<file path="src/rtl/uart_config_bank_if.sv">
// rtl/uart_config_bank_if.sv - register-side config/readback bus for uart_config_bank
// Purpose: groups the write, error, and readback signals between the register file and the config bank.
// Ports (signals): cfg_wr/cfg_ch/cfg_wdata write request, cfg_err reject pulse,
//   cfg_rd/cfg_rd_ch/cfg_rd_shadow readback request, cfg_rdata/cfg_rd_status/cfg_rd_valid readback result.
interface uart_config_bank_if #(
    parameter int NUM_CH = 4
);
    localparam int CW = (NUM_CH > 1) ? $clog2(NUM_CH) : 1;

    logic          cfg_wr;
    logic [CW-1:0] cfg_ch;
    logic [31:0]   cfg_wdata;
    logic          cfg_err;
    logic          cfg_rd;
    logic [CW-1:0] cfg_rd_ch;
    logic          cfg_rd_shadow;
    logic [31:0]   cfg_rdata;
    logic [2:0]    cfg_rd_status;
    logic          cfg_rd_valid;

    modport master (
        output cfg_wr, cfg_ch, cfg_wdata, cfg_rd, cfg_rd_ch, cfg_rd_shadow,
        input  cfg_err, cfg_rdata, cfg_rd_status, cfg_rd_valid
    );

    modport slave (
        input  cfg_wr, cfg_ch, cfg_wdata, cfg_rd, cfg_rd_ch, cfg_rd_shadow,
        output cfg_err, cfg_rdata, cfg_rd_status, cfg_rd_valid
    );
endinterface

</file>
<file path="src/rtl/uart_config_bank.sv">
// rtl/uart_config_bank.sv - per-channel shadow/active UART configuration bank
// Purpose: validates config writes, stages them in a per-channel shadow word and commits to the active
//   word when the channel is idle or after APPLY_TIMEOUT busy cycles (forced apply).
// Ports: clk, reset (async, active-low); cfg (slave side of uart_config_bank_if);
//   ch_idle per-channel idle input; cfg_applied commit pulses; decoded active fields per channel
//   (baud_divisor, data_bits, parity_mode, two_stop_bits, tx_enable, rx_enable, fifo_enable, fifo_size).
module uart_config_bank #(
    parameter int NUM_CH        = 4,
    parameter int CLOCK_FREQ    = 100_000_000,
    parameter int DEFAULT_BAUD  = 9600,
    parameter int MIN_DIV       = 15,
    parameter int MAX_FIFO_CODE = 3,
    parameter int APPLY_TIMEOUT = 1024
) (
    input  logic                   clk,
    input  logic                   reset,
    uart_config_bank_if.slave      cfg,
    input  logic [NUM_CH-1:0]      ch_idle,
    output logic [NUM_CH-1:0]      cfg_applied,
    output logic [16*NUM_CH-1:0]   baud_divisor,
    output logic [3*NUM_CH-1:0]    data_bits,
    output logic [2*NUM_CH-1:0]    parity_mode,
    output logic [NUM_CH-1:0]      two_stop_bits,
    output logic [NUM_CH-1:0]      tx_enable,
    output logic [NUM_CH-1:0]      rx_enable,
    output logic [NUM_CH-1:0]      fifo_enable,
    output logic [3*NUM_CH-1:0]    fifo_size
);
    localparam int CW   = (NUM_CH > 1) ? $clog2(NUM_CH) : 1;
    localparam int CNTW = (APPLY_TIMEOUT > 1) ? $clog2(APPLY_TIMEOUT) : 1;
    localparam logic [CNTW-1:0] CNT_LAST = CNTW'(APPLY_TIMEOUT - 1);
    localparam logic [15:0] DEF_DIV  = 16'(CLOCK_FREQ / DEFAULT_BAUD - 1);
    // 8N1, tx/rx/fifo enabled, fifo_size 0
    localparam logic [31:0] DEF_WORD = {4'd0, 3'd0, 1'b1, 1'b1, 1'b1, 1'b0, 2'd0, 3'd3, DEF_DIV};

    typedef enum logic {ST_IDLE = 1'b0, ST_WAIT = 1'b1} ch_state_t;

    ch_state_t         state_q  [NUM_CH];
    ch_state_t         state_d  [NUM_CH];
    logic [31:0]       shadow_q [NUM_CH];
    logic [31:0]       shadow_d [NUM_CH];
    logic [31:0]       active_q [NUM_CH];
    logic [31:0]       active_d [NUM_CH];
    logic [CNTW-1:0]   cnt_q    [NUM_CH];
    logic [CNTW-1:0]   cnt_d    [NUM_CH];
    logic [NUM_CH-1:0] err_q, err_d, forced_q, forced_d, applied_q, applied_d;
    logic              cfg_err_q, cfg_err_d, rd_valid_q, rd_valid_d;
    logic [31:0]       rdata_q, rdata_d;
    logic [2:0]        status_q, status_d;
    logic              word_ok, wr_hit, timeout_hit;

    always_comb begin
        state_d     = state_q;
        shadow_d    = shadow_q;
        active_d    = active_q;
        cnt_d       = cnt_q;
        err_d       = err_q;
        forced_d    = forced_q;
        applied_d   = '0;
        cfg_err_d   = 1'b0;
        rd_valid_d  = cfg.cfg_rd;
        rdata_d     = rdata_q;
        status_d    = status_q;
        wr_hit      = 1'b0;
        timeout_hit = 1'b0;

        word_ok = (cfg.cfg_wdata[15:0] >= 16'(MIN_DIV)) &&
                  !cfg.cfg_wdata[18] &&
                  (cfg.cfg_wdata[20:19] != 2'd3) &&
                  (cfg.cfg_wdata[27:25] <= 3'(MAX_FIFO_CODE)) &&
                  (cfg.cfg_wdata[31:28] == 4'd0);

        // Readback sees pre-edge state; its sticky clear is applied first so
        // that an event landing on the same edge is not lost.
        if (cfg.cfg_rd) begin
            rdata_d  = '0;
            status_d = '0;
            for (int i = 0; i < NUM_CH; i++) begin
                if (cfg.cfg_rd_ch == CW'(i)) begin
                    rdata_d     = cfg.cfg_rd_shadow ? shadow_q[i] : active_q[i];
                    status_d    = {state_q[i] == ST_WAIT, err_q[i], forced_q[i]};
                    err_d[i]    = 1'b0;
                    forced_d[i] = 1'b0;
                end
            end
        end

        for (int i = 0; i < NUM_CH; i++) begin
            if (state_q[i] == ST_WAIT) begin
                timeout_hit = (APPLY_TIMEOUT != 0) && (cnt_q[i] == CNT_LAST);
                if (ch_idle[i] || timeout_hit) begin
                    active_d[i]  = shadow_q[i];
                    state_d[i]   = ST_IDLE;
                    cnt_d[i]     = '0;
                    applied_d[i] = 1'b1;
                    if (!ch_idle[i]) begin
                        forced_d[i] = 1'b1;
                    end
                end else begin
                    cnt_d[i] = cnt_q[i] + 1'b1;
                end
            end
        end

        // A write on the commit edge overrides the IDLE return: the old shadow
        // was committed above and the new word starts a fresh wait.
        if (cfg.cfg_wr) begin
            for (int i = 0; i < NUM_CH; i++) begin
                if (cfg.cfg_ch == CW'(i)) begin
                    wr_hit = 1'b1;
                    if (word_ok) begin
                        shadow_d[i] = cfg.cfg_wdata;
                        state_d[i]  = ST_WAIT;
                        cnt_d[i]    = '0;
                    end else begin
                        err_d[i] = 1'b1;
                    end
                end
            end
            cfg_err_d = !(word_ok && wr_hit);
        end
    end

    always_ff @(posedge clk or negedge reset) begin
        if (!reset) begin
            for (int i = 0; i < NUM_CH; i++) begin
                state_q[i]  <= ST_IDLE;
                shadow_q[i] <= DEF_WORD;
                active_q[i] <= DEF_WORD;
                cnt_q[i]    <= '0;
            end
            err_q      <= '0;
            forced_q   <= '0;
            applied_q  <= '0;
            cfg_err_q  <= 1'b0;
            rd_valid_q <= 1'b0;
            rdata_q    <= '0;
            status_q   <= '0;
        end else begin
            state_q    <= state_d;
            shadow_q   <= shadow_d;
            active_q   <= active_d;
            cnt_q      <= cnt_d;
            err_q      <= err_d;
            forced_q   <= forced_d;
            applied_q  <= applied_d;
            cfg_err_q  <= cfg_err_d;
            rd_valid_q <= rd_valid_d;
            rdata_q    <= rdata_d;
            status_q   <= status_d;
        end
    end

    assign cfg.cfg_err       = cfg_err_q;
    assign cfg.cfg_rdata     = rdata_q;
    assign cfg.cfg_rd_status = status_q;
    assign cfg.cfg_rd_valid  = rd_valid_q;
    assign cfg_applied       = applied_q;

    for (genvar g = 0; g < NUM_CH; g++) begin : g_fields
        assign baud_divisor[16*g +: 16] = active_q[g][15:0];
        assign data_bits[3*g +: 3]      = active_q[g][18:16];
        assign parity_mode[2*g +: 2]    = active_q[g][20:19];
        assign two_stop_bits[g]         = active_q[g][21];
        assign tx_enable[g]             = active_q[g][22];
        assign rx_enable[g]             = active_q[g][23];
        assign fifo_enable[g]           = active_q[g][24];
        assign fifo_size[3*g +: 3]      = active_q[g][27:25];
    end
endmodule
</file>
<file path="src/flat_wrapper.sv">
// flat-port wrapper written by rule: the top's interface ports become plain ports
module uart_config_bank_flat 
#(
    parameter int NUM_CH        = 4,
    parameter int CLOCK_FREQ    = 100_000_000,
    parameter int DEFAULT_BAUD  = 9600,
    parameter int MIN_DIV       = 15,
    parameter int MAX_FIFO_CODE = 3,
    parameter int APPLY_TIMEOUT = 1024
)
  (clk, reset, ch_idle, cfg_applied, baud_divisor, data_bits, parity_mode, two_stop_bits, tx_enable, rx_enable, fifo_enable, fifo_size, cfg_cfg_wr, cfg_cfg_ch, cfg_cfg_wdata, cfg_cfg_rd, cfg_cfg_rd_ch, cfg_cfg_rd_shadow, cfg_cfg_err, cfg_cfg_rdata, cfg_cfg_rd_status, cfg_cfg_rd_valid);
  uart_config_bank_if #(.NUM_CH(NUM_CH)) cfg_i ();
  input  logic clk;
  input  logic reset;
  input  logic [NUM_CH-1:0] ch_idle;
  output logic [NUM_CH-1:0] cfg_applied;
  output logic [16*NUM_CH-1:0] baud_divisor;
  output logic [3*NUM_CH-1:0] data_bits;
  output logic [2*NUM_CH-1:0] parity_mode;
  output logic [NUM_CH-1:0] two_stop_bits;
  output logic [NUM_CH-1:0] tx_enable;
  output logic [NUM_CH-1:0] rx_enable;
  output logic [NUM_CH-1:0] fifo_enable;
  output logic [3*NUM_CH-1:0] fifo_size;
  input wire logic [$bits(cfg_i.cfg_wr)-1:0] cfg_cfg_wr;
  input wire logic [$bits(cfg_i.cfg_ch)-1:0] cfg_cfg_ch;
  input wire logic [$bits(cfg_i.cfg_wdata)-1:0] cfg_cfg_wdata;
  input wire logic [$bits(cfg_i.cfg_rd)-1:0] cfg_cfg_rd;
  input wire logic [$bits(cfg_i.cfg_rd_ch)-1:0] cfg_cfg_rd_ch;
  input wire logic [$bits(cfg_i.cfg_rd_shadow)-1:0] cfg_cfg_rd_shadow;
  output wire logic [$bits(cfg_i.cfg_err)-1:0] cfg_cfg_err;
  output wire logic [$bits(cfg_i.cfg_rdata)-1:0] cfg_cfg_rdata;
  output wire logic [$bits(cfg_i.cfg_rd_status)-1:0] cfg_cfg_rd_status;
  output wire logic [$bits(cfg_i.cfg_rd_valid)-1:0] cfg_cfg_rd_valid;
  assign cfg_i.cfg_wr = cfg_cfg_wr;
  assign cfg_i.cfg_ch = cfg_cfg_ch;
  assign cfg_i.cfg_wdata = cfg_cfg_wdata;
  assign cfg_i.cfg_rd = cfg_cfg_rd;
  assign cfg_i.cfg_rd_ch = cfg_cfg_rd_ch;
  assign cfg_i.cfg_rd_shadow = cfg_cfg_rd_shadow;
  assign cfg_cfg_err = cfg_i.cfg_err;
  assign cfg_cfg_rdata = cfg_i.cfg_rdata;
  assign cfg_cfg_rd_status = cfg_i.cfg_rd_status;
  assign cfg_cfg_rd_valid = cfg_i.cfg_rd_valid;
  uart_config_bank #(.NUM_CH(NUM_CH), .CLOCK_FREQ(CLOCK_FREQ), .DEFAULT_BAUD(DEFAULT_BAUD), .MIN_DIV(MIN_DIV), .MAX_FIFO_CODE(MAX_FIFO_CODE), .APPLY_TIMEOUT(APPLY_TIMEOUT)) u_core (.clk(clk), .reset(reset), .cfg(cfg_i), .ch_idle(ch_idle), .cfg_applied(cfg_applied), .baud_divisor(baud_divisor), .data_bits(data_bits), .parity_mode(parity_mode), .two_stop_bits(two_stop_bits), .tx_enable(tx_enable), .rx_enable(rx_enable), .fifo_enable(fifo_enable), .fifo_size(fifo_size));
endmodule
</file>
<file path="config.mk">
export PLATFORM = sky130hd
export DESIGN_NAME = uart_config_bank_flat
export DESIGN_NICKNAME = d
export VERILOG_FILES = /design/src/rtl/uart_config_bank_if.sv /design/src/rtl/uart_config_bank.sv /design/src/flat_wrapper.sv
export SDC_FILE = /design/constraint.sdc
export NUM_CORES = 1
export LEC_CHECK = 0
export ABC_AREA = 1
export BUFFER_PORTS_ARGS = -buffer_cell sky130_fd_sc_hd__buf_2
export CORE_MARGIN = 3
export CORE_UTILIZATION = 30
export DETAILED_ROUTE_END_ITERATION = 12
export GPL_ROUTABILITY_DRIVEN = 0
export SKIP_LAST_GASP = 1
export SLEW_MARGIN = 20
export SYNTH_ARGS = -nofsm -noshare
export SYNTH_HDL_FRONTEND = slang
export SYNTH_SLANG_ARGS = --single-unit
</file>
<file path="constraint.sdc">
create_clock -name clk -period 2.1 [get_ports clk]
set_input_delay 0.105 -clock clk [delete_from_list [all_inputs] [get_ports clk]]
set_output_delay 0.105 -clock clk [all_outputs]
set_load 0.1 [all_outputs]
</file>
==> metrics.txt, run 1 <==
# TYPE chip_impl_metric gauge
chip_impl_info{name="netlist.top_cell.by_area",value="sky130_fd_sc_hd__dfrtp_1"} 1
chip_impl_metric{name="initial_cell_density_of_the_core",unit=""} 0.3047
chip_impl_metric{name="layout-area-overhead-vs-synth",unit="%"} 15.70
chip_impl_metric{name="cts.sink_count",unit=""} 349
chip_impl_metric{name="design.portCount",unit=""} 198
chip_impl_metric{name="first_global_vias",unit=""} 13013
chip_impl_metric{name="synth.top_cell.area_share",unit=""} 0.3638
chip_impl_metric{name="drive_gt1_frac",unit=""} 0.2068
chip_impl_metric{name="insertion_delay",unit="ns"} 0.53
chip_impl_info{name="r2r-end",value="u_core.data_bits[10]"} 1
chip_impl_metric{name="overall_routing_resource_usage",unit=""} 0.1724
chip_impl_metric{name="post_synth_num_cell_types",unit=""} 41
chip_impl_metric{name="core",unit="um2"} 55310
chip_impl_info{name="tritoncts",value="done"} 1
chip_impl_metric{name="buffer_ports.inserted",unit=""} 197
chip_impl_info{name="status",value="finished, final reports clean"} 1
chip_impl_metric{name="regToRegSetupSlack",unit="ns"} 0.30
chip_impl_metric{name="worst_case_setup_margin_in_the_final_layout",unit="ns"} 0.1719
chip_impl_metric{name="die_height",unit="um"} 243.0
chip_impl_metric{name="vias",unit=""} 13610
chip_impl_metric{name="antenna_violating_nets_post_route",unit=""} 0
chip_impl_metric{name="global_route.overflow_total",unit=""} 0
chip_impl_metric{name="antenna_violations_before_repair",unit=""} 1
chip_impl_metric{name="leakage",unit="nW"} 9.156
chip_impl_info{name="holdCritPathClass",value="in -> reg"} 1
chip_impl_info{name="grt_setup_unrepaired",value="false"} 1
chip_impl_metric{name="worst-path-buf-inv",unit=""} 4
chip_impl_info{name="path_delay_family",value="buffers and inverters"} 1
chip_impl_metric{name="power_density",unit="nW/um2"} 810.0
chip_impl_metric{name="report.final.slew_viol_count",unit=""} 0
chip_impl_metric{name="buffer_levels_on_the_longest_clock_path",unit=""} 3
chip_impl_metric{name="depth_of_the_worst_register_to_register_path",unit=""} 9
chip_impl_metric{name="cap_viol_max_count",unit=""} 0
chip_impl_metric{name="timing.max_slew.rel_slack",unit=""} 0.5380
chip_impl_metric{name="vdd_ir_drop_max",unit="uV"} 513.5
chip_impl_metric{name="syn_avg_cell_area",unit="um2"} 8.384
chip_impl_metric{name="wl_per_cell",unit="um"} 17.92
chip_impl_metric{name="setup_viol_count_final",unit=""} 0
chip_impl_metric{name="final.period_utilization",unit=""} 0.9181
chip_impl_metric{name="yosys_register_bits",unit=""} 349
chip_impl_metric{name="detail_route.wirelength",unit="mm"} 51.63
chip_impl_info{name="yosys-top-cells-area",value="sky130_fd_sc_hd__dfrtp_1 36%, sky130_fd_sc_hd__dfstp_2 16%, sky130_fd_sc_hd__nand2_1 11%, sky130_fd_sc_hd__o21ai_0 7.0%, sky130_fd_sc_hd__buf_4 5.3%"} 1
chip_impl_metric{name="drc_errors",unit=""} 0
chip_impl_metric{name="synth-seq-area-share",unit=""} 0.5259
chip_impl_metric{name="placed_cell_area",unit="um2"} 17910
chip_impl_metric{name="cp_max_fo",unit=""} 5
chip_impl_info{name="dominant_register_cell_in_the_synthesized_netlist",value="sky130_fd_sc_hd__dfrtp_1"} 1
chip_impl_metric{name="drt_first_pass_iters",unit=""} 5
chip_impl_metric{name="fin_worst_skew",unit="ns"} 0.01675
chip_impl_metric{name="synth_warnings",unit=""} 0
chip_impl_info{name="timing.hold.worst_endpoint",value="u_core.shadow_q[53]"} 1
chip_impl_metric{name="placement_rows",unit=""} 86
chip_impl_metric{name="postSynth.asyncResetShare",unit=""} 1.000
chip_impl_metric{name="avgViaCountPerCell",unit=""} 4.724
chip_impl_metric{name="setup_tns",unit="ns"} 0
chip_impl_metric{name="maximum_number_of_pins_on_one_net_before_global_route_repair",unit=""} 71
chip_impl_metric{name="synthesis.area",unit="um2"} 16850
chip_impl_info{name="ctsRootBufferMaster",value="sky130_fd_sc_hd__clkbuf_16"} 1
chip_impl_metric{name="path_clk_slew",unit="ns"} 0.06
chip_impl_info{name="end_kind",value="flip-flop"} 1
chip_impl_metric{name="detail_route.iter0.violations",unit=""} 1139
chip_impl_info{name="critical-path-top-cell-by-count",value="sky130_fd_sc_hd__nand2_1"} 1
chip_impl_info{name="critical_path.cell_chain",value="dlygate4sd3_1 -> buf_2 -> inv_1 -> nand3_1 -> nor2_1 -> nand2_1 -> nand2_1 -> nand2_1 -> o21ai_0 -> dlygate4sd3_1"} 1
chip_impl_metric{name="layout.core_utilization",unit=""} 0.3525
chip_impl_metric{name="cts_made_buffers",unit=""} 39
chip_impl_info{name="post-synth-top-count-cell",value="sky130_fd_sc_hd__nand2_1"} 1
chip_impl_metric{name="crit_required",unit="ns"} 2.57
chip_impl_metric{name="synth.net_count",unit=""} 2059
chip_impl_metric{name="worstMarginPinSlew",unit="ns"} 0.6922
chip_impl_metric{name="die_area",unit="um2"} 59050
chip_impl_metric{name="synth_edf_count",unit=""} 0
chip_impl_metric{name="htreeDepth",unit=""} 2
chip_impl_metric{name="die_width",unit="um"} 243.0
chip_impl_info{name="critical_path_class",value="in -> reg"} 1
chip_impl_metric{name="fmax",unit="MHz"} 518.6
chip_impl_info{name="critical-path-slowest-cell",value="sky130_fd_sc_hd__dlygate4sd3_1"} 1
chip_impl_metric{name="wire_length_of_the_first_global_routing_pass",unit="mm"} 79.90
chip_impl_metric{name="critPathArrivalTime",unit="ns"} 2.40
chip_impl_metric{name="syn-instance-count",unit=""} 2010
chip_impl_info{name="hold_start",value="cfg_cfg_wdata[21]"} 1
chip_impl_metric{name="fin_area",unit="um2"} 19500
chip_impl_metric{name="pre_cts_ws",unit="ns"} 0.1534
chip_impl_metric{name="layout.nets",unit=""} 2152
chip_impl_metric{name="timing_hold_violations_final",unit=""} 0
chip_impl_info{name="critical_path.startpoint",value="cfg_cfg_wdata[12]"} 1
chip_impl_info{name="startpoint_type",value="input port"} 1
chip_impl_info{name="ys_top_cells_by_count",value="493 x sky130_fd_sc_hd__nand2_1, 245 x sky130_fd_sc_hd__dfrtp_1, 236 x sky130_fd_sc_hd__o21ai_0"} 1
chip_impl_metric{name="number_of_cells_on_the_worst_hold_path",unit=""} 3
chip_impl_metric{name="hpwl",unit="mm"} 36.81
chip_impl_metric{name="n_antenna_cell",unit=""} 0
chip_impl_info{name="r2r-start",value="u_core.cnt_q[0]"} 1
chip_impl_metric{name="slowest_stage_delay_cp",unit="ns"} 0.57
chip_impl_metric{name="min_period",unit="ns"} 1.928
==> logic make-up after synthesis <==
kind of cell / share of synthesized area
AO/OA/AOI/OAI: 0.1503
buffers and inverters: 0.1333
AND/OR/NAND/NOR: 0.1834
adder cells (fa/ha/maj): 0.002970
XOR/XNOR: 0.004158
flip-flops: 0.5259
==> power breakdown <==
part	internal [mW]	leakage, nW	total, mW	switching, mW
logic	0.395	4.16	1.74	1.34
clock network	4.19	0.632	6.94	2.75
registers	6.97	4.37	7.12	0.148
==> worst reg2reg max path, cell delays in order (launching register included) <==
cell and delay (ns):
sky130_fd_sc_hd__dfrtp_1 0.41, sky130_fd_sc_hd__ha_1 0.21, sky130_fd_sc_hd__nand3_2 0.11, sky130_fd_sc_hd__inv_1 0.12, sky130_fd_sc_hd__nand3b_2 0.15, sky130_fd_sc_hd__nand2_2 0.11, sky130_fd_sc_hd__nand2_4 0.15, sky130_fd_sc_hd__inv_4 0.30
sky130_fd_sc_hd__nand2_1 0.10, sky130_fd_sc_hd__nand2_1 0.08
==> sequential cells by signal, indices dropped and copies added, names as in the netlist, 8 cells and up <==
signal / flops
u_core.active_q: 16
u_core.baud_divisor: 64
u_core.cfg.cfg_rdata: 32
u_core.cnt_q: 40
u_core.data_bits: 12
u_core.fifo_size: 12
u_core.parity_mode: 8
u_core.shadow_q: 128
==> area by class of cell <==
class / count / area (um2)
sequential: 349 / 8864
tap: 748 / 935.9
inverter: 215 / 810.8
timing repair buffer: 268 / 1821
clock buffer: 67 / 1224
fill: 5700 / 35810
clock inverter: 4 / 73.82
multi-input combinational: 1230 / 5771
==> routing by layer <==
| layer | track usage | part of all wire | vias to the layer above | wire, um |
|---|---|---|---|---|
| met4 | 0.06889 | 0.042 | 0 | 2194 |
| li1 | - | - | 6546 | - |
| met3 | 0.03458 | 0.063 | 89 | 3232 |
| met1 | 0.2200 | 0.41 | 6561 | 21220 |
| met2 | 0.2868 | 0.48 | 414 | 24980 |
| met5 | 0 | 0 | - | 0 |
==> cells in the final DEF (no fill, tap or decap), types with 16 or more instances in the layout <==
master                            n
sky130_fd_sc_hd__nand2_1        493
sky130_fd_sc_hd__dfrtp_1        245
sky130_fd_sc_hd__o21ai_0        236
sky130_fd_sc_hd__inv_1          210
sky130_fd_sc_hd__buf_2          195
sky130_fd_sc_hd__nor2_1         145
sky130_fd_sc_hd__dfstp_2        104
sky130_fd_sc_hd__o21ai_1         82
sky130_fd_sc_hd__nand3_1         65
sky130_fd_sc_hd__a21oi_1         57
sky130_fd_sc_hd__o211ai_1        46
sky130_fd_sc_hd__clkbuf_16       41
sky130_fd_sc_hd__dlygate4sd3_1   29
sky130_fd_sc_hd__buf_4           25
sky130_fd_sc_hd__buf_12          17
sky130_fd_sc_hd__clkbuf_1        16
==> per-stage QoR <==
step | power (mW) | cells | hold slack (ns)
global placement | 8.916 | 2781 | 0.1166
floorplan | 8.321 | 2010 | -0.1906
detailed placement | 8.946 | 2781 | 0.1175
global route | 16.42 | 2881 | 0.01117
finish | 15.79 | 2881 | 0.01394
CTS | 15.97 | 2881 | 0.01710
==> how the worst max path moves through the flow <==
stage / endpoint / depth (start not counted) / slack, ns
finish: u_core.err_q[0] / 10 / 0.17
global route: u_core.tx_enable[3] / 9 / 0.08
CTS: u_core.data_bits[10] / 9 / 0.14
detailed placement: u_core.data_bits[10] / 9 / 0.15
global placement: u_core.baud_divisor[62] / 9 / 0.27
floorplan: u_core.active_q[28] / 9 / 0.59
==> repair_timing <==
| item | CTS | global route |
|---|---|---|
| hold buffers | 29 | 0 |
| setup buffers | 0 | 0 |
| endpoints found under the setup margin | 0 | 24 |
| resized for setup | 0 | 2 |
| endpoints found under the hold margin | 141 | 0 |
Power figures use the tool's default switching activity.
==> run 2: changes to the inputs <==
- clock period: 2.1 -> 2.5 ns (I/O delays scaled with it)
==> run 2 against run 1 <==
  * Cell area hardly changed
  * Sequential cell count unchanged
  * Non-clock buffer count decreased by 10
  * Clock skew is 0.00080 ns lower
  * Via count is 0.75% lower
  * Critical path depth shrank 1
  * Global-route usage down 0.15 points
  * Largest cell class unchanged
  * First-iteration DRC count shrank 19%
  * Critical path type unchanged
  * Clock power is 6.2% lower
==> metrics.txt, run 2 (synthesis results as in run 1) <==
# TYPE chip_impl_metric gauge
chip_impl_info{name="ctsRootBufferMaster",value="sky130_fd_sc_hd__clkbuf_16"} 1
chip_impl_metric{name="core",unit="um2"} 55310
chip_impl_info{name="r2r-start",value="u_core.cnt_q[0]"} 1
chip_impl_info{name="mostFrequentLayoutCell",value="sky130_fd_sc_hd__nand2_1"} 1
chip_impl_metric{name="power_density",unit="nW/um2"} 714.6
chip_impl_metric{name="dp.cells",unit=""} 2776
chip_impl_metric{name="initial_cell_density_of_the_core",unit=""} 0.3047
chip_impl_metric{name="report.final.slew_viol_count",unit=""} 0
chip_impl_metric{name="timing_hold_violations_final",unit=""} 0
chip_impl_metric{name="maximum_number_of_pins_on_one_net_before_global_route_repair",unit=""} 76
chip_impl_metric{name="drive_gt1_frac",unit=""} 0.2119
chip_impl_metric{name="cap_viol_max_count",unit=""} 0
chip_impl_metric{name="fin_worst_skew",unit="ns"} 0.01595
chip_impl_metric{name="first_global_vias",unit=""} 13012
chip_impl_info{name="holdCritPathClass",value="in -> reg"} 1
chip_impl_metric{name="drc_errors",unit=""} 0
chip_impl_info{name="end_kind",value="flip-flop"} 1
chip_impl_metric{name="hpwl",unit="mm"} 37.01
chip_impl_metric{name="largest_register_ffs",unit=""} 128
chip_impl_metric{name="filler_cells_inserted",unit=""} 5673
chip_impl_info{name="critical_path.startpoint",value="cfg_cfg_wdata[13]"} 1
chip_impl_metric{name="layout.core_utilization",unit=""} 0.3525
chip_impl_info{name="status",value="finished, final reports clean"} 1
chip_impl_info{name="layout_common_cells",value="493 x sky130_fd_sc_hd__nand2_1, 245 x sky130_fd_sc_hd__dfrtp_1, 236 x sky130_fd_sc_hd__o21ai_0, 210 x sky130_fd_sc_hd__inv_1, 195 x sky130_fd_sc_hd__buf_2"} 1
chip_impl_info{name="startpoint_type",value="input port"} 1
chip_impl_metric{name="vias",unit=""} 13508
chip_impl_info{name="tritoncts",value="done"} 1
chip_impl_metric{name="buffer_levels_on_the_longest_clock_path",unit=""} 3
chip_impl_metric{name="htreeDepth",unit=""} 2
chip_impl_metric{name="die_area",unit="um2"} 59050
chip_impl_metric{name="avgViaCountPerCell",unit=""} 4.702
chip_impl_metric{name="cts_made_buffers",unit=""} 40
chip_impl_info{name="critical_path_class",value="in -> reg"} 1
chip_impl_info{name="registers.top_by_ff_count",value="u_core.shadow_q"} 1
chip_impl_metric{name="design.portCount",unit=""} 198
chip_impl_metric{name="critPathArrivalTime",unit="ns"} 2.36
chip_impl_metric{name="multi_input_area",unit="um2"} 5771
chip_impl_metric{name="overall_routing_resource_usage",unit=""} 0.1709
chip_impl_metric{name="finish.cell_count_without_fillers",unit=""} 2873
chip_impl_metric{name="wire_length_of_the_first_global_routing_pass",unit="mm"} 78.91
chip_impl_metric{name="detail_route.iter0.violations",unit=""} 924
chip_impl_info{name="grt_setup_unrepaired",value="false"} 1
chip_impl_metric{name="path_clk_slew",unit="ns"} 0.06
chip_impl_metric{name="detail_route.wirelength",unit="mm"} 51.39
chip_impl_metric{name="global_route.overflow_total",unit=""} 0
chip_impl_metric{name="cts.sink_count",unit=""} 349
chip_impl_metric{name="antenna_violations_before_repair",unit=""} 2
chip_impl_metric{name="vdd_ir_drop_max",unit="uV"} 353.4
chip_impl_metric{name="fmax",unit="MHz"} 505.8
chip_impl_metric{name="post_cts_resized",unit=""} 0
chip_impl_metric{name="setup_viol_count_final",unit=""} 0
chip_impl_metric{name="crit_required",unit="ns"} 2.89
chip_impl_metric{name="leakage",unit="nW"} 9.159
chip_impl_metric{name="antenna_violating_nets_post_route",unit=""} 0
chip_impl_metric{name="setup_tns",unit="ns"} 0
chip_impl_metric{name="worstMarginPinSlew",unit="ns"} 0.6975
chip_impl_metric{name="seqCellArea",unit="um2"} 8864
chip_impl_metric{name="drt_first_pass_iters",unit=""} 5
chip_impl_metric{name="layout-area-overhead-vs-synth",unit="%"} 15.68
chip_impl_metric{name="die_width",unit="um"} 243.0
chip_impl_metric{name="min_period",unit="ns"} 1.977
chip_impl_metric{name="wl_per_cell",unit="um"} 17.89
chip_impl_metric{name="final.period_utilization",unit=""} 0.7908
chip_impl_metric{name="timing.max_slew.rel_slack",unit=""} 0.5345
chip_impl_info{name="hold_start",value="cfg_cfg_wdata[23]"} 1
chip_impl_metric{name="die_height",unit="um"} 243.0
chip_impl_metric{name="cp_max_fo",unit=""} 35
chip_impl_metric{name="layout.nets",unit=""} 2143
chip_impl_metric{name="placement_rows",unit=""} 86
chip_impl_metric{name="buffer_ports.inserted",unit=""} 197
chip_impl_metric{name="insertion_delay",unit="ns"} 0.53
-- run 2: cell type report --
| type | count | area share |
|---|---|---|
| antenna | 1 | 0.0001284 |
| sequential | 349 | 0.4547 |
| clock inverter | 17 | 0.01502 |
| clock buffer | 55 | 0.06097 |
| inverter | 215 | 0.04146 |
| multi-input combinational | 1230 | 0.2960 |
| tap | 748 | 0.04801 |
| timing repair buffer | 258 | 0.08376 |
-- run 2: what timing repair did --
item	in CTS	in global routing
hold buffers	24	0
buffers inserted	0	0
endpoints found under the hold margin	132	0
-- run 2: where the power goes --
part           switching (mW)  internal, mW
Sequential              0.128          5.85
Clock                    2.37          4.15
Combinational            1.12         0.313
Total                    3.62          10.3
-- run 2: final timing paths --
| check | cells after the start | slack (ns) | endpoint |
|---|---|---|---|
| setup reg to reg | 9 | 0.54 | u_core.baud_divisor[59] |
| min in group asynchronous | 2 | 0.16 | u_core.cfg.cfg_rdata[14] |
| hold / removal | 3 | 0.01 | u_core.shadow_q[119] |
| max in group asynchronous | 3 | 1.46 | u_core.shadow_q[32] |
| hold reg to reg | 2 | 0.47 | u_core.shadow_q[50] |
| setup / recovery | 9 | 0.52 | u_core.shadow_q[52] |
-- run 2: layer usage --
layer | up-vias | wire, um | part of all wire | track usage
li1 | 6510 | - | - | -
met5 | - | 0 | 0 | 0
met3 | 83 | 3168 | 0.062 | 0.03160
met4 | 0 | 1771 | 0.034 | 0.05835
met1 | 6513 | 21250 | 0.41 | 0.2141
met2 | 402 | 25200 | 0.49 | 0.2958
-- run 2: stage by stage --
| step | worst slack (ns) | hold WS [ns] | total power [mW] | cell area, um2 |
|---|---|---|---|---|
| 3_3_place_gp | 0.5846 | 0.1386 | 7.477 | 17770 |
| 2_1_floorplan | 0.9911 | -0.1706 | 6.990 | 16850 |
| 4_1_cts | 0.5369 | 0.01292 | 14.11 | 19490 |
| 6_report | 0.5231 | 0.01445 | 13.93 | 19490 |
| 5_1_grt | 0.3086 | 0.01586 | 14.45 | 19490 |
| 3_5_place_dp | 0.5572 | 0.1468 | 7.506 | 17770 |
-- run 2: worst max-delay path: stages --
cell                            delay [ns]
sky130_fd_sc_hd__dlygate4sd3_1        0.53
sky130_fd_sc_hd__buf_2                0.12
sky130_fd_sc_hd__inv_1                0.18
sky130_fd_sc_hd__nand3_1              0.11
sky130_fd_sc_hd__nor2_1               0.09
sky130_fd_sc_hd__nand2_1              0.30
sky130_fd_sc_hd__nand3_2              0.33
sky130_fd_sc_hd__buf_4                0.40
sky130_fd_sc_hd__o21ai_0              0.15
==> run 3: changes to the inputs <==
- clock period: 2.5 -> 1.6 ns (I/O delays scaled with it)
==> run 3 against run 2 <==
  * The flow now finishes with violations (negative setup slack)
  * Non-clock buffer count is 92 higher
  * Cell area is 7.6% higher
  * Sequential power is 56% higher
  * Core utilization is 2.7 points higher
  * Critical endpoint is now u_core.baud_divisor[20]
  * Highest routed layer unchanged
==> metrics.txt, run 3 (synthesis results as in run 1) <==
# TYPE chip_impl_metric gauge
chip_impl_metric{name="avgViaCountPerCell",unit=""} 4.815
chip_impl_metric{name="cts_made_buffers",unit=""} 40
chip_impl_metric{name="switchingPower",unit="mW"} 5.645
chip_impl_metric{name="setup_viol_count_final",unit=""} 47
chip_impl_metric{name="cap_viol_max_count",unit=""} 0
chip_impl_info{name="r2r-end",value="u_core.baud_divisor[20]"} 1
chip_impl_metric{name="die_width",unit="um"} 243.0
chip_impl_metric{name="layout.nets",unit=""} 2238
chip_impl_metric{name="insertion_delay",unit="ns"} 0.56
chip_impl_metric{name="int_pwr",unit="mW"} 14.76
chip_impl_metric{name="fmax",unit="MHz"} 600.6
chip_impl_metric{name="worstMarginPinSlew",unit="ns"} 0.8510
chip_impl_metric{name="initial_cell_density_of_the_core",unit=""} 0.3047
chip_impl_metric{name="pre_cts_ws",unit="ns"} 0.02181
chip_impl_info{name="startpoint_type",value="flip-flop"} 1
chip_impl_metric{name="fin_worst_skew",unit="ns"} 0.02652
chip_impl_metric{name="finish.cell_count_without_fillers",unit=""} 2967
chip_impl_metric{name="clock_power_share",unit=""} 0.422
chip_impl_metric{name="maximum_number_of_pins_on_one_net_before_global_route_repair",unit=""} 72
chip_impl_metric{name="core",unit="um2"} 55310
chip_impl_metric{name="layout.core_utilization",unit=""} 0.3793
chip_impl_metric{name="detail_route.iter0.violations",unit=""} 1278
chip_impl_metric{name="antenna_violations_before_repair",unit=""} 1
chip_impl_metric{name="buffer_levels_on_the_longest_clock_path",unit=""} 3
chip_impl_metric{name="crit_required",unit="ns"} 2.04
chip_impl_metric{name="placement_rows",unit=""} 86
chip_impl_info{name="ctsRootBufferMaster",value="sky130_fd_sc_hd__clkbuf_16"} 1
chip_impl_metric{name="path_clk_slew",unit="ns"} 0.06
chip_impl_metric{name="layout-area-overhead-vs-synth",unit="%"} 24.49
chip_impl_metric{name="htreeDepth",unit=""} 2
chip_impl_metric{name="first_global_vias",unit=""} 13240
chip_impl_metric{name="cp_max_fo",unit=""} 6
chip_impl_metric{name="vias",unit=""} 14287
chip_impl_info{name="holdCritPathClass",value="in -> reg"} 1
chip_impl_metric{name="placed_cell_area",unit="um2"} 18310
chip_impl_info{name="grt_setup_unrepaired",value="true"} 1
chip_impl_info{name="timing.hold.worst_endpoint",value="u_core.cfg.cfg_rd_valid"} 1
chip_impl_metric{name="min_period",unit="ns"} 1.665
chip_impl_metric{name="wl_per_cell",unit="um"} 19.15
chip_impl_metric{name="number_of_cells_on_the_worst_hold_path",unit=""} 2
chip_impl_info{name="violations_in_the_final_reports",value="negative setup slack"} 1
chip_impl_metric{name="critPathArrivalTime",unit="ns"} 2.10
chip_impl_metric{name="drc_errors",unit=""} 0
chip_impl_metric{name="report.final.slew_viol_count",unit=""} 0
chip_impl_metric{name="power_density",unit="nW/um2"} 972.6
chip_impl_metric{name="timing.max_slew.rel_slack",unit=""} 0.4327
chip_impl_metric{name="overall_routing_resource_usage",unit=""} 0.1723
chip_impl_metric{name="vdd_ir_drop_max",unit="uV"} 635.3
chip_impl_metric{name="wire_length_of_the_first_global_routing_pass",unit="mm"} 79.36
chip_impl_metric{name="depth_of_the_worst_register_to_register_path",unit=""} 9
chip_impl_metric{name="combPwrFrac",unit=""} 0.121
chip_impl_metric{name="drt_first_pass_iters",unit=""} 5
chip_impl_metric{name="drive_gt1_frac",unit=""} 0.2533
chip_impl_info{name="hold_start",value="cfg_cfg_rd"} 1
chip_impl_info{name="registers.top_by_ff_count",value="u_core.shadow_q"} 1
chip_impl_metric{name="dp.cells",unit=""} 2823
chip_impl_metric{name="worst_case_setup_margin_in_the_final_layout",unit="ns"} -0.06491
chip_impl_metric{name="global_route.overflow_total",unit=""} 0
chip_impl_info{name="status",value="finished with violations"} 1
chip_impl_metric{name="design.portCount",unit=""} 198
chip_impl_metric{name="hpwl",unit="mm"} 37.12
chip_impl_info{name="r2r-start",value="u_core.cnt_q[21]"} 1
chip_impl_metric{name="largest_register_ffs",unit=""} 128
chip_impl_metric{name="detail_route.wirelength",unit="mm"} 56.82
chip_impl_metric{name="fin_area",unit="um2"} 20980
chip_impl_metric{name="antenna_violating_nets_post_route",unit=""} 0
chip_impl_info{name="critical_path_class",value="reg -> reg"} 1
chip_impl_metric{name="die_area",unit="um2"} 59050
chip_impl_metric{name="n_antenna_cell",unit=""} 0
chip_impl_metric{name="regToRegSetupSlack",unit="ns"} -0.06
chip_impl_metric{name="cts.sink_count",unit=""} 349
chip_impl_info{name="tritoncts",value="done"} 1
chip_impl_metric{name="timing_hold_violations_final",unit=""} 0
chip_impl_metric{name="power.total",unit="mW"} 20.41
chip_impl_metric{name="part_of_the_power_in_registers",unit=""} 0.457
chip_impl_info{name="layout_common_cells",value="475 x sky130_fd_sc_hd__nand2_1, 243 x sky130_fd_sc_hd__dfrtp_1, 227 x sky130_fd_sc_hd__o21ai_0, 209 x sky130_fd_sc_hd__inv_1, 143 x sky130_fd_sc_hd__buf_2"} 1
chip_impl_info{name="end_kind",value="flip-flop"} 1
chip_impl_metric{name="power.share.switching",unit=""} 0.2766
chip_impl_metric{name="die_height",unit="um"} 243.0
chip_impl_metric{name="leakage",unit="nW"} 9.774
chip_impl_info{name="mostFrequentLayoutCell",value="sky130_fd_sc_hd__nand2_1"} 1
chip_impl_metric{name="buffer_ports.inserted",unit=""} 197
chip_impl_metric{name="final.period_utilization",unit=""} 1.041
==> run 3: cell types whose count changed in the layout (fill, tap and decap cells not counted), sizes merged <==
| cell | change |
|---|---|
| buf | +66 |
| clkbuf | +27 |
| dlygate4sd3 | +10 |
| bufinv | -8 |
| clkinv | -4 |
| nand2 | +2 |
| diode | -1 |
| dlymetal6s4s | +1 |
| inv | +1 |
==> run 3: through the flow <==
stage	setup TNS, ns	hold slack (ns)
final	-1.247	0.02736
after global routing	-8.051	0.04853
after CTS	0	0.005140
after detailed placement	0	-0.03310
after global placement	0	-0.02982
after floorplan	0	-0.2156
==> run 3: routing by layer <==
| layer | track usage | up-vias | part of all wire |
|---|---|---|---|
| met5 | 0 | - | 0 |
| met4 | 0.05325 | 0 | 0.032 |
| met3 | 0.03800 | 89 | 0.077 |
| met2 | 0.2960 | 576 | 0.49 |
| met1 | 0.2160 | 6913 | 0.41 |
| li1 | - | 6709 | - |
==> run 3: how the worst max path moves through the flow <==
stage                     start                 endpoint  cells after the start
2_1_floorplan   u_core.cnt_q[0]      u_core.active_q[28]                      9
3_3_place_gp   u_core.cnt_q[10]      u_core.fifo_size[8]                      8
3_5_place_dp   u_core.cnt_q[10]      u_core.rx_enable[2]                      8
4_1_cts        u_core.cnt_q[10]  u_core.baud_divisor[40]                      9
5_1_grt        u_core.cnt_q[21]  u_core.baud_divisor[20]                      9
6_report       u_core.cnt_q[21]  u_core.baud_divisor[20]                      9
==> run 3: power by group through the flow <==
stage	combinational (mW)	clock, mW	sequential (mW)
floorplan	0.765	0	10.2
global placement	2.32	0	9.46
detailed placement	2.35	0	9.47
CTS	2.44	8.81	9.32
global route	2.65	9.20	9.36
finish	2.46	8.61	9.33
==> run 3: layout make-up <==
| class | count | area, um2 |
|---|---|---|
| clock buffers | 67 | 1174 |
| repair inverters | 1 | 7.507 |
| flip-flops and latches | 349 | 8866 |
| fillers | 5571 | 34330 |
| inverters | 215 | 817.0 |
| well taps | 748 | 935.9 |
| repair buffers | 350 | 3073 |
| clock inverters | 5 | 31.28 |
| multi-input cells | 1232 | 6076 |
==> run 3: what timing repair did <==
action	CTS	global route
setup buffers	0	10
hold endpoints to repair	399	0
gates resized for setup	52	107
endpoints found under the setup margin	52	159
hold buffers	35	0
pin swaps	0	8
gates cloned	0	27
==> run 3: worst max-delay path, stage by stage, from the launching register on <==
cell and delay (ns):
sky130_fd_sc_hd__dfrtp_1 0.37, sky130_fd_sc_hd__ha_2 0.22, sky130_fd_sc_hd__nand3_4 0.09, sky130_fd_sc_hd__nor2_4 0.11, sky130_fd_sc_hd__nand3_2 0.13, sky130_fd_sc_hd__nand2_4 0.18, sky130_fd_sc_hd__nand2_8 0.13, sky130_fd_sc_hd__clkbuf_16 0.20
sky130_fd_sc_hd__nand2_1 0.05, sky130_fd_sc_hd__o21ai_1 0.07
